File: src/rtl/fifo_status.sv
// rtl/fifo_status.sv - single-clock FIFO with registered flags, level and fall-through head
module fifo_status #(
    parameter int WIDTH = 8,
    parameter int DEPTH = 16,
    parameter int AFULL = DEPTH - 2
) (
    input  logic                       clk,
    input  logic                       rst_n,
    input  logic                       clear,
    input  logic                       in_shift,
    input  logic [WIDTH-1:0]           in_data,
    output logic                       in_ready,
    input  logic                       out_pop,
    output logic                       out_nempty,
    output logic [WIDTH-1:0]           out_data,
    output logic [$clog2(DEPTH):0]     level,
    output logic                       almost_full,
    output logic                       overflow,
    output logic                       underflow
);
    localparam int AW = $clog2(DEPTH);
    localparam int LW = AW + 1;

    logic [WIDTH-1:0] mem [DEPTH];
    logic [AW-1:0]    wr_ptr;
    logic [AW-1:0]    rd_ptr;
    logic [AW-1:0]    rd_ptr_next;
    logic [LW-1:0]    level_next;
    logic             write_acc;
    logic             pop_acc;
    logic             head_load;
    logic             head_bypass;

    always_comb begin
        write_acc   = in_shift & in_ready;
        pop_acc     = out_pop & out_nempty;
        level_next  = level + LW'(write_acc) - LW'(pop_acc);
        rd_ptr_next = rd_ptr + AW'(pop_acc);
        head_load   = 1'b0;
        head_bypass = 1'b0;
        // The head register mirrors mem[rd_ptr]; a fresh write that becomes the head skips the array.
        if (pop_acc) begin
            if (level >= LW'(2)) begin
                head_load = 1'b1;
            end else if (write_acc) begin
                head_bypass = 1'b1;
            end
        end else if (level == '0 && write_acc) begin
            head_bypass = 1'b1;
        end
    end

    always_ff @(posedge clk) begin
        if (write_acc && !clear) begin
            mem[wr_ptr] <= in_data;
        end
    end

    always_ff @(posedge clk or negedge rst_n) begin
        if (!rst_n) begin
            wr_ptr      <= '0;
            rd_ptr      <= '0;
            level       <= '0;
            in_ready    <= 1'b1;
            out_nempty  <= 1'b0;
            out_data    <= '0;
            almost_full <= 1'b0;
            overflow    <= 1'b0;
            underflow   <= 1'b0;
        end else if (clear) begin
            wr_ptr      <= '0;
            rd_ptr      <= '0;
            level       <= '0;
            in_ready    <= 1'b1;
            out_nempty  <= 1'b0;
            almost_full <= 1'b0;
            overflow    <= 1'b0;
            underflow   <= 1'b0;
        end else begin
            wr_ptr      <= wr_ptr + AW'(write_acc);
            rd_ptr      <= rd_ptr_next;
            level       <= level_next;
            in_ready    <= (level_next != LW'(DEPTH));
            out_nempty  <= (level_next != '0);
            almost_full <= (level_next >= LW'(AFULL));
            if (in_shift && !in_ready) begin
                overflow <= 1'b1;
            end
            if (out_pop && !out_nempty) begin
                underflow <= 1'b1;
            end
            if (head_load) begin
                out_data <= mem[rd_ptr_next];
            end else if (head_bypass) begin
                out_data <= in_data;
            end
        end
    end
endmodule

File: config.mk
export PLATFORM = sky130hd
export DESIGN_NAME = fifo_status
export DESIGN_NICKNAME = d
export VERILOG_FILES = /design/src/rtl/fifo_status.sv
export SDC_FILE = /design/constraint.sdc
export NUM_CORES = 1
export LEC_CHECK = 0
export CORE_MARGIN = 3
export CORE_UTILIZATION = 52
export CTS_BUF_LIST = sky130_fd_sc_hd__clkbuf_16
export DETAILED_ROUTE_END_ITERATION = 16
export PLACE_DENSITY = 0.79
export SLEW_MARGIN = 25
export SYNTH_ARGS = -nofsm -noshare
export SYNTH_HDL_FRONTEND = slang
export SYNTH_SLANG_ARGS = --single-unit
File: constraint.sdc
create_clock -name clk -period 3.7 [get_ports clk]
set_input_delay 0.37 -clock clk [delete_from_list [all_inputs] [get_ports clk]]
set_output_delay 0.37 -clock clk [all_outputs]
set_load 0.01 [all_outputs]
==> metrics.txt <==
status=finished, final reports clean; top cells by count, synth=edfxtp_1, mux4_2, dfrtp_1, mux2i_1, nor2_1; Worst Setup End Kind=flop; CTS tree=done; final instance area=7450 um^2; crit share post-route=71.4%; reg2reg path depth=7; count of final setup violators=0; Initial DRC Count=199; # hold bufs at CTS=0; leakage=2.68 nW; die area=13700 um^2; Gate Count Post-Synth=345; Final nets=422; largest net degree at the start of global routing=27; critical path launch point type=flop; number of global-route vias before repair=3373; combinational family with the most area after synthesis=multiplexers; WS Path Type=flop to flop; EDFF count, synth=128; Worst Skew=7.56 ps; post-synth top area cell=edfxtp_1; drt total wl=12200 um; minimum clock period=2640 ps; CTS root buffer=clkbuf_16; Port Buffers=30; internal power=3.66 mW; register bit total from synthesis=154; simple-gate share of the synthesized area=4.99%; fillers=801; Vias=3210; FP Rows=39; io pins=31; Final TNS setup=0 ps; total gr overflow=0; number of remaining DRC errors=0; post-synthesis adder-cell area fraction=2.86%; Via density=5.83; initial antenna violation count=0; Synth Area in Compound Gates=1.98%; worst r2r src=out_nempty; Psw=1.34 mW; combinational share of power=26.3%; crit-path max FO=19; die width=117 um; CP Launch Point=out_nempty; Max Fclk=0.378 GHz; critical path arrival=2940 ps; Post-Syn Nets=372; Synth area leaders=edfxtp_1, mux4_2, dfrtp_1, mux2i_1, ha_1; Syn Std Cell Area=6390 um^2; number of buffers created by CTS=17; top_reg_cell synth=edfxtp_1; dpl hpwl=8210 um; first-pass GRT wire length=19100 um; Area after DPL=6910 um^2; final hold violations=0; Clk pwr share=31.7%; Seq pwr share=42.0%; fin cells=551; Slew Limit Fails=0; Worst-path clk slew=60 ps; mean post-synth cell area=18.5 um^2; CTS H-tree lvls=4; RePlAce Congestion=0.806; Yosys top cell area share=60.1%; first-pass iteration count of the detailed router=4; post-synthesis mux area share=16.4%; post-synthesis sequential area ratio=70.3%; Slowest-stage cell, CP=ha_2; Core Area=11700 um^2; RSZ-0062 raised after global routing=false; crit path cell chain=and2_1 > ha_2 > buf_12 > mux4_2 > mux2i_1 > mux2_2 > o21ai_1; dpl ws=670 ps; Sw Ratio=26.7%; clk_lat worst skew=420 ps; distinct cell type count after synthesis=39; worst ir drop on vdd=0.345 mV; max incr delay on CP=560 ps; Routed WL per cell=22.1 um; PD cells=671 nW/um^2; asr flop ratio synth=16.9%; Finished Core Util=63.7%; Synth Area in XOR/XNOR=1.25%; CTS Buffer Depth=2; clock sinks=154; GRT Overall Usage=19.8%; Slew HR=42.0%; Hold WS=331 ps; most frequent cell after synthesis=edfxtp_1; max_cap viols=0; Area growth, synth to finish=16.6%; Initial Utilization=54.6%; Die Ht=117 um; Slew @ Worst Pin=867 ps; share of cells above drive strength 1=21.6%; Hold Crit Class=primary input to async pin; number of cells after detailed placement=519; Yosys warning total=0; Crit path required time=4000 ps; Post-CTS Resized=0; setup ws final=1060 ps; ANT cells=0; postcts setup bufs=0; antenna-violating nets left=0; Pwr Total=5.00 mW
==> routing by layer <==
metal  vias up  GRT usage [%]  part of all wire (%)  wire, um
met5         -              0                     0         0
met4         0           6.73                   1.3       162
met3        14           4.78                   4.0       488
met2        81           31.4                    50      6080
met1      1678           27.3                    45      5440
li1       1437              -                     -         -
==> power by group through the flow <==
stage | sequential, mW | clock (mW) | combinational [mW]
after floorplan | 2.14 | 0 | 0.861
after global placement | 2.13 | 0 | 1.29
after detailed placement | 2.13 | 0 | 1.32
after CTS | 2.10 | 1.61 | 1.33
after global routing | 2.11 | 1.69 | 1.43
final | 2.10 | 1.59 | 1.31
==> sequential cells by signal (all words and copies together), names as in the netlist <==
name         count
mem            128
out_data         8
level            5
rd_ptr           4
wr_ptr           4
almost_full      1
in_ready         1
out_nempty       1
overflow         1
underflow        1
==> worst max-delay path: cells and delay by family (launching register included) <==
kind / cells / cell delay (ps)
compound gates: 1 / 60
fa+ha+maj: 1 / 560
buf+inv: 1 / 240
flops: 1 / 400
mux: 3 / 1010
simple gates: 1 / 230
==> logic make-up after synthesis <==
| kind of cell | Yosys count |
|---|---|
| AOI/OAI and AO/OA | 19 |
| xor gates and xnor gates | 7 |
| adders and majority gates | 14 |
| buffers and inverters | 26 |
| DFF | 154 |
| muxes | 64 |
| and+or+nand+nor | 61 |
==> path summary, 6_finish.rpt <==
kind                                     to  slack (ps)
worst max-delay path            out_data[6]        1060
worst min-delay path               level[2]         330
worst max register to register  out_data[6]        1060
worst min register to register     overflow         510
max in group asynchronous          in_ready        3060
min in group clk                   overflow         510
==> final cells by class <==
type	instances	area [um^2]	area share, %
Sequential cell	154	4500	60.3
Multi-Input combinational cell	165	1760	23.6
Clock buffer	17	425	5.71
Timing Repair Buffer	45	425	5.71
Tap cell	143	179	2.40
Clock inverter	15	123	1.64
Inverter	12	45.0	0.604
==> cell usage in the layout (no fill, tap or decap), types with 5 or more instances in the layout <==
cell	n
a21oi_1	5
and2_1	9
buf_4	14
clkbuf_16	17
clkdlybuf4s50_1	30
dfrtp_1	25
edfxtp_1	128
ha_1	12
inv_1	17
mux2_2	8
mux2i_1	24
mux4_2	32
nand2_1	5
nor2_1	24
nor2b_1	7
o21ai_1	7
(Power assumes the default switching activity.)
